### src/rtl/ci_pkg.sv
// Shared definitions for custom-instruction (CI) wrappers: FSM state type,
// default widths and the wait-counter sizing helper.
package ci_pkg;

  typedef enum logic [1:0] {
    IDLE  = 2'd0,
    ISSUE = 2'd1,
    WAIT  = 2'd2,
    RESP  = 2'd3
  } ci_state_t;

  localparam int CI_DATAA_W  = 32;
  localparam int CI_DATAB_W  = 32;
  localparam int CI_RESULT_W = 32;
  localparam int CI_TIMEOUT  = 64;

  // Counter must hold 0..TIMEOUT-1; never narrower than one bit.
  function automatic int ci_cnt_w(input int timeout);
    int w;
    w = $clog2(timeout + 1);
    return (w < 1) ? 1 : w;
  endfunction

endpackage

### src/rtl/ci_initiator_if.sv
// Request stream, response stream and CI slave bus of one CI initiator.
// Streams are strict valid/ready: a beat transfers on a cycle with both high;
// valid never drops and payload never changes until that transfer happens.
interface ci_initiator_if #(
  parameter int DATAA_W  = 32,
  parameter int DATAB_W  = 32,
  parameter int RESULT_W = 32
);

  logic                req_valid;
  logic                req_ready;
  logic [DATAA_W-1:0]  req_dataa;
  logic [DATAB_W-1:0]  req_datab;
  logic                req_datac;

  logic                rsp_valid;
  logic                rsp_ready;
  logic [RESULT_W-1:0] rsp_result;
  logic                rsp_timeout;

  logic                ci_clk_en;
  logic                ci_start;
  logic [DATAA_W-1:0]  ci_dataa;
  logic [DATAB_W-1:0]  ci_datab;
  logic                ci_datac;
  logic [RESULT_W-1:0] ci_result;
  logic                ci_done;

  modport master (
    input  req_valid, req_dataa, req_datab, req_datac,
    output req_ready,
    output rsp_valid, rsp_result, rsp_timeout,
    input  rsp_ready,
    output ci_clk_en, ci_start, ci_dataa, ci_datab, ci_datac,
    input  ci_result, ci_done
  );

  modport slave (
    output req_valid, req_dataa, req_datab, req_datac,
    input  req_ready,
    input  rsp_valid, rsp_result, rsp_timeout,
    output rsp_ready,
    input  ci_clk_en, ci_start, ci_dataa, ci_datab, ci_datac,
    output ci_result, ci_done
  );

endinterface

### src/rtl/ci_initiator.sv
// Fabric-side initiator for a multi-cycle Nios II custom instruction: issues one
// request to the CI slave, waits for done (or a timeout) and returns the result.
module ci_initiator
  import ci_pkg::*;
#(
  parameter int DATAA_W  = CI_DATAA_W,
  parameter int DATAB_W  = CI_DATAB_W,
  parameter int RESULT_W = CI_RESULT_W,
  parameter int TIMEOUT  = CI_TIMEOUT
) (
  input  logic          clk,
  input  logic          reset,
  ci_initiator_if.master bus,
  output logic          busy,
  output logic [15:0]   txn_count,
  output logic [15:0]   timeout_count,
  output ci_state_t     state
);

  localparam int CNT_W = ci_cnt_w(TIMEOUT);
  localparam logic [CNT_W-1:0] WAIT_LAST = CNT_W'((TIMEOUT > 0) ? TIMEOUT - 1 : 0);

  ci_state_t        state_q;
  logic [CNT_W-1:0] wait_cnt;

  assign state         = state_q;
  assign busy          = (state_q != IDLE);
  assign bus.req_ready = (state_q == IDLE);

  always_ff @(posedge clk) begin
    if (reset) begin
      state_q         <= IDLE;
      wait_cnt        <= '0;
      bus.ci_start    <= 1'b0;
      bus.ci_clk_en   <= 1'b0;
      bus.ci_dataa    <= '0;
      bus.ci_datab    <= '0;
      bus.ci_datac    <= 1'b0;
      bus.rsp_valid   <= 1'b0;
      bus.rsp_result  <= '0;
      bus.rsp_timeout <= 1'b0;
      txn_count       <= '0;
      timeout_count   <= '0;
    end else begin
      case (state_q)
        IDLE: begin
          if (bus.req_valid) begin
            bus.ci_dataa  <= bus.req_dataa;
            bus.ci_datab  <= bus.req_datab;
            bus.ci_datac  <= bus.req_datac;
            bus.ci_start  <= 1'b1;
            bus.ci_clk_en <= 1'b1;
            state_q       <= ISSUE;
          end
        end
        // ci_done is not looked at here: the slave may still show last call's done.
        ISSUE: begin
          bus.ci_start <= 1'b0;
          wait_cnt     <= '0;
          state_q      <= WAIT;
        end
        WAIT: begin
          if (bus.ci_done) begin
            bus.rsp_result  <= bus.ci_result;
            bus.rsp_timeout <= 1'b0;
            bus.rsp_valid   <= 1'b1;
            bus.ci_clk_en   <= 1'b0;
            state_q         <= RESP;
          end else if ((TIMEOUT != 0) && (wait_cnt == WAIT_LAST)) begin
            bus.rsp_result  <= '0;
            bus.rsp_timeout <= 1'b1;
            bus.rsp_valid   <= 1'b1;
            bus.ci_clk_en   <= 1'b0;
            state_q         <= RESP;
          end else begin
            wait_cnt <= wait_cnt + CNT_W'(1);
          end
        end
        RESP: begin
          if (bus.rsp_ready) begin
            bus.rsp_valid <= 1'b0;
            state_q       <= IDLE;
            if (txn_count != 16'hFFFF) txn_count <= txn_count + 16'd1;
            if (bus.rsp_timeout && (timeout_count != 16'hFFFF))
              timeout_count <= timeout_count + 16'd1;
          end
        end
        default: state_q <= IDLE;
      endcase
    end
  end

endmodule

### src/flat_wrapper.sv
// flat-port wrapper written by rule: the top's interface ports become plain ports
module ci_initiator_flat import ci_pkg::*;
#(
  parameter int DATAA_W  = CI_DATAA_W,
  parameter int DATAB_W  = CI_DATAB_W,
  parameter int RESULT_W = CI_RESULT_W,
  parameter int TIMEOUT  = CI_TIMEOUT
)
  (clk, reset, busy, txn_count, timeout_count, state, bus_req_valid, bus_req_dataa, bus_req_datab, bus_req_datac, bus_req_ready, bus_rsp_valid, bus_rsp_result, bus_rsp_timeout, bus_rsp_ready, bus_ci_clk_en, bus_ci_start, bus_ci_dataa, bus_ci_datab, bus_ci_datac, bus_ci_result, bus_ci_done);
  ci_initiator_if #(.DATAA_W(DATAA_W), .DATAB_W(DATAB_W), .RESULT_W(RESULT_W)) bus_i ();
  input  logic clk;
  input  logic reset;
  output logic busy;
  output logic [15:0] txn_count;
  output logic [15:0] timeout_count;
  output ci_state_t state;
  input wire logic [$bits(bus_i.req_valid)-1:0] bus_req_valid;
  input wire logic [$bits(bus_i.req_dataa)-1:0] bus_req_dataa;
  input wire logic [$bits(bus_i.req_datab)-1:0] bus_req_datab;
  input wire logic [$bits(bus_i.req_datac)-1:0] bus_req_datac;
  output wire logic [$bits(bus_i.req_ready)-1:0] bus_req_ready;
  output wire logic [$bits(bus_i.rsp_valid)-1:0] bus_rsp_valid;
  output wire logic [$bits(bus_i.rsp_result)-1:0] bus_rsp_result;
  output wire logic [$bits(bus_i.rsp_timeout)-1:0] bus_rsp_timeout;
  input wire logic [$bits(bus_i.rsp_ready)-1:0] bus_rsp_ready;
  output wire logic [$bits(bus_i.ci_clk_en)-1:0] bus_ci_clk_en;
  output wire logic [$bits(bus_i.ci_start)-1:0] bus_ci_start;
  output wire logic [$bits(bus_i.ci_dataa)-1:0] bus_ci_dataa;
  output wire logic [$bits(bus_i.ci_datab)-1:0] bus_ci_datab;
  output wire logic [$bits(bus_i.ci_datac)-1:0] bus_ci_datac;
  input wire logic [$bits(bus_i.ci_result)-1:0] bus_ci_result;
  input wire logic [$bits(bus_i.ci_done)-1:0] bus_ci_done;
  assign bus_i.req_valid = bus_req_valid;
  assign bus_i.req_dataa = bus_req_dataa;
  assign bus_i.req_datab = bus_req_datab;
  assign bus_i.req_datac = bus_req_datac;
  assign bus_req_ready = bus_i.req_ready;
  assign bus_rsp_valid = bus_i.rsp_valid;
  assign bus_rsp_result = bus_i.rsp_result;
  assign bus_rsp_timeout = bus_i.rsp_timeout;
  assign bus_i.rsp_ready = bus_rsp_ready;
  assign bus_ci_clk_en = bus_i.ci_clk_en;
  assign bus_ci_start = bus_i.ci_start;
  assign bus_ci_dataa = bus_i.ci_dataa;
  assign bus_ci_datab = bus_i.ci_datab;
  assign bus_ci_datac = bus_i.ci_datac;
  assign bus_i.ci_result = bus_ci_result;
  assign bus_i.ci_done = bus_ci_done;
  ci_initiator #(.DATAA_W(DATAA_W), .DATAB_W(DATAB_W), .RESULT_W(RESULT_W), .TIMEOUT(TIMEOUT)) u_core (.clk(clk), .reset(reset), .bus(bus_i), .busy(busy), .txn_count(txn_count), .timeout_count(timeout_count), .state(state));
endmodule
### config.mk
export PLATFORM = sky130hd
export DESIGN_NAME = ci_initiator_flat
export DESIGN_NICKNAME = d
export VERILOG_FILES = /design/src/rtl/ci_pkg.sv /design/src/rtl/ci_initiator_if.sv /design/src/rtl/ci_initiator.sv /design/src/flat_wrapper.sv
export SDC_FILE = /design/constraint.sdc
export NUM_CORES = 1
export LEC_CHECK = 0
export CAP_MARGIN = 20
export CORE_UTILIZATION = 35
export DETAILED_ROUTE_END_ITERATION = 7
export GPL_TIMING_DRIVEN = 0
export HOLD_SLACK_MARGIN = 0.02
export MAX_ROUTING_LAYER = met4
export PLACE_DENSITY = 0.74
export RECOVER_POWER = 25
export SLEW_MARGIN = 20
export SYNTH_ARGS = -nofsm -noshare
export SYNTH_HDL_FRONTEND = slang
export SYNTH_SLANG_ARGS = --single-unit
export TNS_END_PERCENT = 20
### constraint.sdc
create_clock -name clk -period 2.3 [get_ports clk]
set_input_delay 0.575 -clock clk [delete_from_list [all_inputs] [get_ports clk]]
set_output_delay 0.575 -clock clk [all_outputs]
set_load 0.02 [all_outputs]
==> impl_metrics.tcl, run 1 <==
set metrics [dict create \
    core-area_um2 15300 \
    overflow 0 \
    r2r_start "u_core.timeout_count[0]" \
    worst_ep_required_time_ns 2.59 \
    leakagePower_nw 3.25 \
    gp_congestion 0.828 \
    slew_headroom_pct 51.3 \
    grt_start_max_net_pins 17 \
    synth_cell_types 48 \
    ys_seq_area_share_pct 51.5 \
    max-clock-path-buffers 2 \
    end_kind "flip-flop" \
    timing.fmax_mhz 442 \
    yosysWarnings 0 \
    cpPeakStageDelay_ns 0.58 \
    wl_um 16900 \
    start_kind "input port" \
    syn_inst 641 \
    rows 45 \
    layout.nets 1008 \
    finalSetupViolCount 0 \
    drv_slew 0 \
    grt_pass1_vias 5277 \
    die_w_um 128 \
    diodes 0 \
    postCtsSetupBuffers 0 \
    initial_core_util_pct 36.1 \
    grt_antenna_before_repair 0 \
    synth_top_area_share_pct 51.5 \
    p_total_w 0.00826 \
    cap_violations 0 \
    syn2layout_area_growth_pct 60.1 \
    async_flop_share_pct 0 \
    power_frac_clock_pct 35.3 \
    synth-edff-count 0 \
    finalHoldViolCount 0 \
    fin_hold_ws_ns 0.447 \
    vias 5544 \
    grt_use_total_pct 21.3 \
    clk_pin_slew_worst_paths_ns 0.06 \
    yosys_register_bits 142 \
    fin_crit_sh_pct 98.4 \
    cts-buffers-inserted 17 \
    holdBufCountCts 0 \
    power.density_nw_per_um2 934 \
    clk_latency_ns 0.42 \
    p_seq_share_pct 35.9 \
    worstSetupPathType "in -> reg" \
    drtAntennaViolNets 0 \
    io_buffers 238 \
    synthTopCellsByCount "nand2_1 (146), dfxtp_1 (142), a21oi_1 (92)" \
    combPwrFrac_pct 28.8 \
    pin_count 239 \
    status "complete, no violations" \
    r2r_end "u_core.timeout_count[12]" \
    peakVddDrop_uv 590 \
    holdCritPathClass "reg -> reg" \
    synth_flop_cell "dfxtp_1" \
    rsz0062_at_grt "yes" \
    drive_gt1_share_pct 6.04 \
    root_buffer "clkbuf_16" \
    path_max_fanout 10 \
    yosysTopAreaCell "dfxtp_1" \
    p_int_w 0.00566 \
    synth_most_common_cell "nand2_1" \
    hpwlAfterDp_um 12200 \
    drcViolationCount 0 \
    switching_power_w 0.00260 \
    cts_tree "built" \
    cp_cell_sequence "clkdlybuf4s50_1 > clkbuf_1 > clkbuf_1 > clkbuf_1 > a21oi_1" \
    place_area_um2 8170 \
    arrival_ns 2.55 \
    synthesis.nets 751 \
    drt_iter0_drc 231 \
    cpMaxStageDelayCell "clkdlybuf4s50_1" \
    die_h_um 128 \
    worstRegToRegCells 5 \
    htreeDepth 4 \
    wl_per_cell_um 15.1 \
    viasPerCell 4.94 \
    synth.cell_area_um2 5520 \
    clock-sinks 142 \
    dieArea_um2 16300 \
    avgSynthCellArea_um2 8.62 \
    worst_slew_pin_slew_ns 0.724 \
    path_common_cell "clkbuf_1" \
    final_cell_area_um2 8840 \
    grt_pass1_wl_um 26100 \
    hold_path_depth 2 \
    r2r_slack_ns 0.07 \
    fin_crit_ns 2.26 \
    synth_area_leaders "dfxtp_1 (51%), nand2_1 (9.9%), a21oi_1 (8.3%)" \
    finClkSkew_ns 0.0122 \
    fin_util_pct 57.7 \
    drt_first_pass_iters 5 \
    hp-start "u_core.bus.ci_dataa[0]" \
    whs_endpoint "u_core.bus.ci_dataa[0]" \
    switching_share_pct 31.5 \
]
metal layers:
metal,global-route usage [%],up-vias,routed length (um)
met5,-,-,0
met4,9.00,0,362
met3,6.62,27,1100
met2,34.1,185,7970
met1,24.8,2547,7480
li1,-,2785,-
worst max path at each step:
| stage | startpoint | endpoint | slack, ns | cells past startpoint |
|---|---|---|---|---|
| 6_report | reset | u_core.bus.ci_datab[17] | 0.04 | 5 |
| 4_1_cts | u_core.timeout_count[0] | u_core.timeout_count[8] | 0.008 | 6 |
| 3_3_place_gp | reset | u_core.timeout_count[9] | -0.51 | 5 |
| 2_1_floorplan | u_core.state[0] | u_core.txn_count[15] | 0.22 | 6 |
| 3_5_place_dp | bus_rsp_ready | u_core.txn_count[11] | -0.52 | 6 |
| 5_1_grt | reset | u_core.bus.ci_dataa[25] | -0.12 | 5 |
power by group through the flow:
stage | Sequential, W | Combinational [W] | Clock, W
2_1_floorplan | 0.00340 | 0.000889 | 0
3_3_place_gp | 0.00301 | 0.00243 | 0
3_5_place_dp | 0.00302 | 0.00245 | 0
4_1_cts | 0.00297 | 0.00244 | 0.00298
5_1_grt | 0.00301 | 0.00259 | 0.00308
6_report | 0.00296 | 0.00238 | 0.00291
cells in the final DEF, fill, tap and decap left out, types with 4 or more instances in the layout:
master           Yosys  layout
clkbuf_16            0      17
mux2_2               7       7
clkdlybuf4s50_1      0     192
o21ai_0              7       7
nor2_1              25      25
bufinv_16            0       4
nor2b_1              8       8
dlygate4sd3_1        0      43
dfxtp_1            142     141
nand2b_1             4       4
a21oi_1             92      91
clkbuf_1            32      32
o31ai_1             12      12
ha_1                 8       7
nor4_1              10       7
a31oi_1              5       5
nand2_1            146     146
nand4_1              8       8
nor3_1              11      11
a211oi_1             4       4
or4_1               11      11
a22o_1              32      32
or3_1                7       7
nand3_1             18      18
inv_1               12      12
per-stage QoR:
stage	worst slack (ns)	cells	setup TNS, ns
5_1_grt	-0.115	1122	-3.05
4_1_cts	0.00804	1122	0
3_5_place_dp	-0.517	1090	-39.17
3_3_place_gp	-0.508	1090	-39.71
2_1_floorplan	0.221	641	0
6_report	0.0378	1122	0
layout make-up:
type | count | area [um^2]
multi-input cells | 449 | 2530
well taps | 211 | 264
clock buffers | 22 | 464
repair buffers | 238 | 2380
inverters | 12 | 45.0
flip-flops and latches | 142 | 2840
clock inverters | 10 | 161
plain buffers | 38 | 153
fillers | 1419 | 6470
flip-flops by register name, summed over array words and instances, names as in the netlist:
signal	count
u_core.bus.ci_datab	32
u_core.bus.ci_dataa	32
u_core.bus.ci_start	1
u_core.bus.rsp_timeout	1
u_core.timeout_count	16
u_core.wait_cnt	7
u_core.bus.rsp_result	32
u_core.bus.ci_datac	1
u_core.state	2
u_core.bus.rsp_valid	1
u_core.bus.ci_clk_en	1
u_core.txn_count	16
critical path, delay by kind of cell:
| family | cells | cell delay, ns |
|---|---|---|
| buffers and inverters | 4 | 1.88 |
| AOI/OAI and AO/OA | 1 | 0.09 |
kinds of logic (layout without fill, tap and decap cells):
family | count (synthesis) | in the layout | synth area share [%]
flip-flops | 142 | 142 | 51.5
AND/OR/NAND/NOR | 266 | 266 | 22.6
buffers and inverters | 50 | 320 | 3.44
multiplexers | 8 | 8 | 1.61
AO/OA/AOI/OAI | 166 | 166 | 18.9
XOR/XNOR | 1 | 1 | 0.159
adder cells (fa/ha/maj) | 8 | 8 | 1.81
repair_timing:
action,4_1_cts,5_1_grt
setup endpoints to repair,37,97
gates resized for setup,7,12
hold endpoints to repair,0,0
Power figures use the tool's default switching activity.
==> inputs of run 2 (changes only) <==
==> constraint.sdc (replaced) <==
create_clock -name clk -period 2.5 [get_ports clk]
set_input_delay 0.625 -clock clk [delete_from_list [all_inputs] [get_ports clk]]
set_output_delay 0.625 -clock clk [all_outputs]
set_load 0.02 [all_outputs]
==> run 2 against run 1 <==
  * Design area down 0.48%
  * Critical path type unchanged
  * Sequential power down 8.1%
  * First-iteration DRC count down 0.87%
  * Sequential share of layout area up 0.14 points
  * Largest power group unchanged
  * Via count down 0.18%
  * Total power down 8.2%
  * Setup slack better by 0.10 ns
  * Die area unchanged
==> impl_metrics.tcl, run 2 (same netlist as run 1, synthesis figures left out) <==
set metrics [dict create \
    timing.fmax_mhz 424 \
    start_kind "input port" \
    path_common_cell "clkbuf_1" \
    cpMaxStageDelayCell "clkdlybuf4s50_1" \
    fill_cells 1416 \
    drcViolationCount 0 \
    slew_headroom_pct 51.9 \
    die_h_um 128 \
    arrival_ns 2.64 \
    core-area_um2 15300 \
    status "complete, no violations" \
    worstSetupPathType "in -> reg" \
    postCtsSetupBuffers 0 \
    fin_util_pct 57.4 \
    place_area_um2 8170 \
    cts_tree "built" \
    die_w_um 128 \
    holdBufCountCts 0 \
    gp_congestion 0.828 \
    peakVddDrop_uv 548 \
    diodes 0 \
    worst_slew_pin_slew_ns 0.715 \
    clk_pin_slew_worst_paths_ns 0.06 \
    grt.busiest_layer "met2" \
    root_buffer "clkbuf_16" \
    rows 45 \
    path_max_fanout 10 \
    layout_commonest_cell "clkdlybuf4s50_1" \
    initial_core_util_pct 36.1 \
    finClkSkew_ns 0.0160 \
    leakagePower_nw 3.26 \
    viasPerCell 4.93 \
    grt_pass1_wl_um 26000 \
    finalSetupTns_ns 0 \
    final_cell_area_um2 8800 \
    worstRegToRegCells 6 \
    grt_antenna_before_repair 0 \
    cts-buffers-inserted 17 \
    wl_per_cell_um 15.0 \
    drv_slew 0 \
    cpPeakStageDelay_ns 0.56 \
    drt_first_pass_iters 6 \
    globalRouteMet1Util_pct 24.8 \
    io_buffers 238 \
    dieArea_um2 16300 \
    end_kind "flip-flop" \
    worst_ep_required_time_ns 2.78 \
    drt_iter0_drc 229 \
    layout.nets 1008 \
    power.density_nw_per_um2 862 \
    top_regs "u_core.bus.ci_dataa (32), u_core.bus.ci_datab (32), u_core.bus.rsp_result (32)" \
    met2_usage_pct 33.8 \
    vias 5534 \
    hpwlAfterDp_um 12200 \
    clk_latency_ns 0.43 \
    pin_count 239 \
    grt_use_total_pct 21.2 \
    clock-sinks 142 \
    cp_cell_sequence "clkdlybuf4s50_1 > clkbuf_1 > clkbuf_1 > clkbuf_1 > a21oi_1" \
    cap_violations 0 \
    hold_path_depth 2 \
    max-clock-path-buffers 2 \
    grt_pass1_vias 5256 \
    drtAntennaViolNets 0 \
    overflow 0 \
    finalHoldViolCount 0 \
    holdCritPathClass "reg -> reg" \
    grt_start_max_net_pins 17 \
    finalSetupViolCount 0 \
    fin_crit_sh_pct 94.4 \
    drive_gt1_share_pct 5.05 \
    fin_hold_ws_ns 0.447 \
    htreeDepth 4 \
    layout_common_cells "clkdlybuf4s50_1 (183), nand2_1 (146), dfxtp_1 (142)" \
    fin_crit_ns 2.36 \
    rsz0062_at_grt "yes" \
    use_met3_pct 6.62 \
    wl_um 16900 \
    syn2layout_area_growth_pct 59.3 \
]
## run 2: layout make-up
cell class | count | area, um^2 | share of cell area (%)
well taps | 211 | 264 | 3.00
inverters | 12 | 45.0 | 0.512
repair buffers | 238 | 2380 | 27.1
flip-flops and latches | 142 | 2840 | 32.3
clock buffers | 22 | 464 | 5.28
plain buffers | 38 | 148 | 1.68
multi-input cells | 449 | 2490 | 28.3
clock inverters | 10 | 161 | 1.83
## run 2: per-layer routing
metal	part of all wire, %	vias to the layer above
met1	44	2538
met3	6.7	26
li1	-	2784
met4	2.2	0
met2	47	186
met5	0	-
## run 2: metrics by stage
stage	total power [W]	std cells	worst slack, ns
floorplan	0.00394	641	0.421
CTS	0.00772	1122	0.0510
finish	0.00758	1122	0.139
global placement	0.00500	1090	-0.358
detailed placement	0.00502	1090	-0.367
global route	0.00796	1122	-0.0465
## run 2: power by group
group / internal [W] / switching (W)
sequential: 0.00257 / 0.000158
clock: 0.00172 / 0.000962
combinational: 0.000905 / 0.00127
total: 0.00519 / 0.00239
## run 2: timing repair
item / 4_1_cts / 5_1_grt
setup endpoints to repair: 2 / 34
cloned: 0 / 0
resized for setup: 2 / 4
## run 2: critical path, delay by kind of cell
family / cells / cell delay, ns
buffers and inverters: 4 / 1.91
AOI/OAI and AO/OA: 1 / 0.09
## run 2: worst paths after layout
| path | startpoint | to | slack [ns] |
|---|---|---|---|
| setup / recovery | reset | u_core.timeout_count[9] | 0.14 |
| hold / removal | u_core.bus.ci_dataa[0] | u_core.bus.ci_dataa[0] | 0.45 |
| setup reg to reg | u_core.timeout_count[0] | u_core.timeout_count[8] | 0.16 |
| hold reg to reg | u_core.bus.ci_dataa[0] | u_core.bus.ci_dataa[0] | 0.45 |
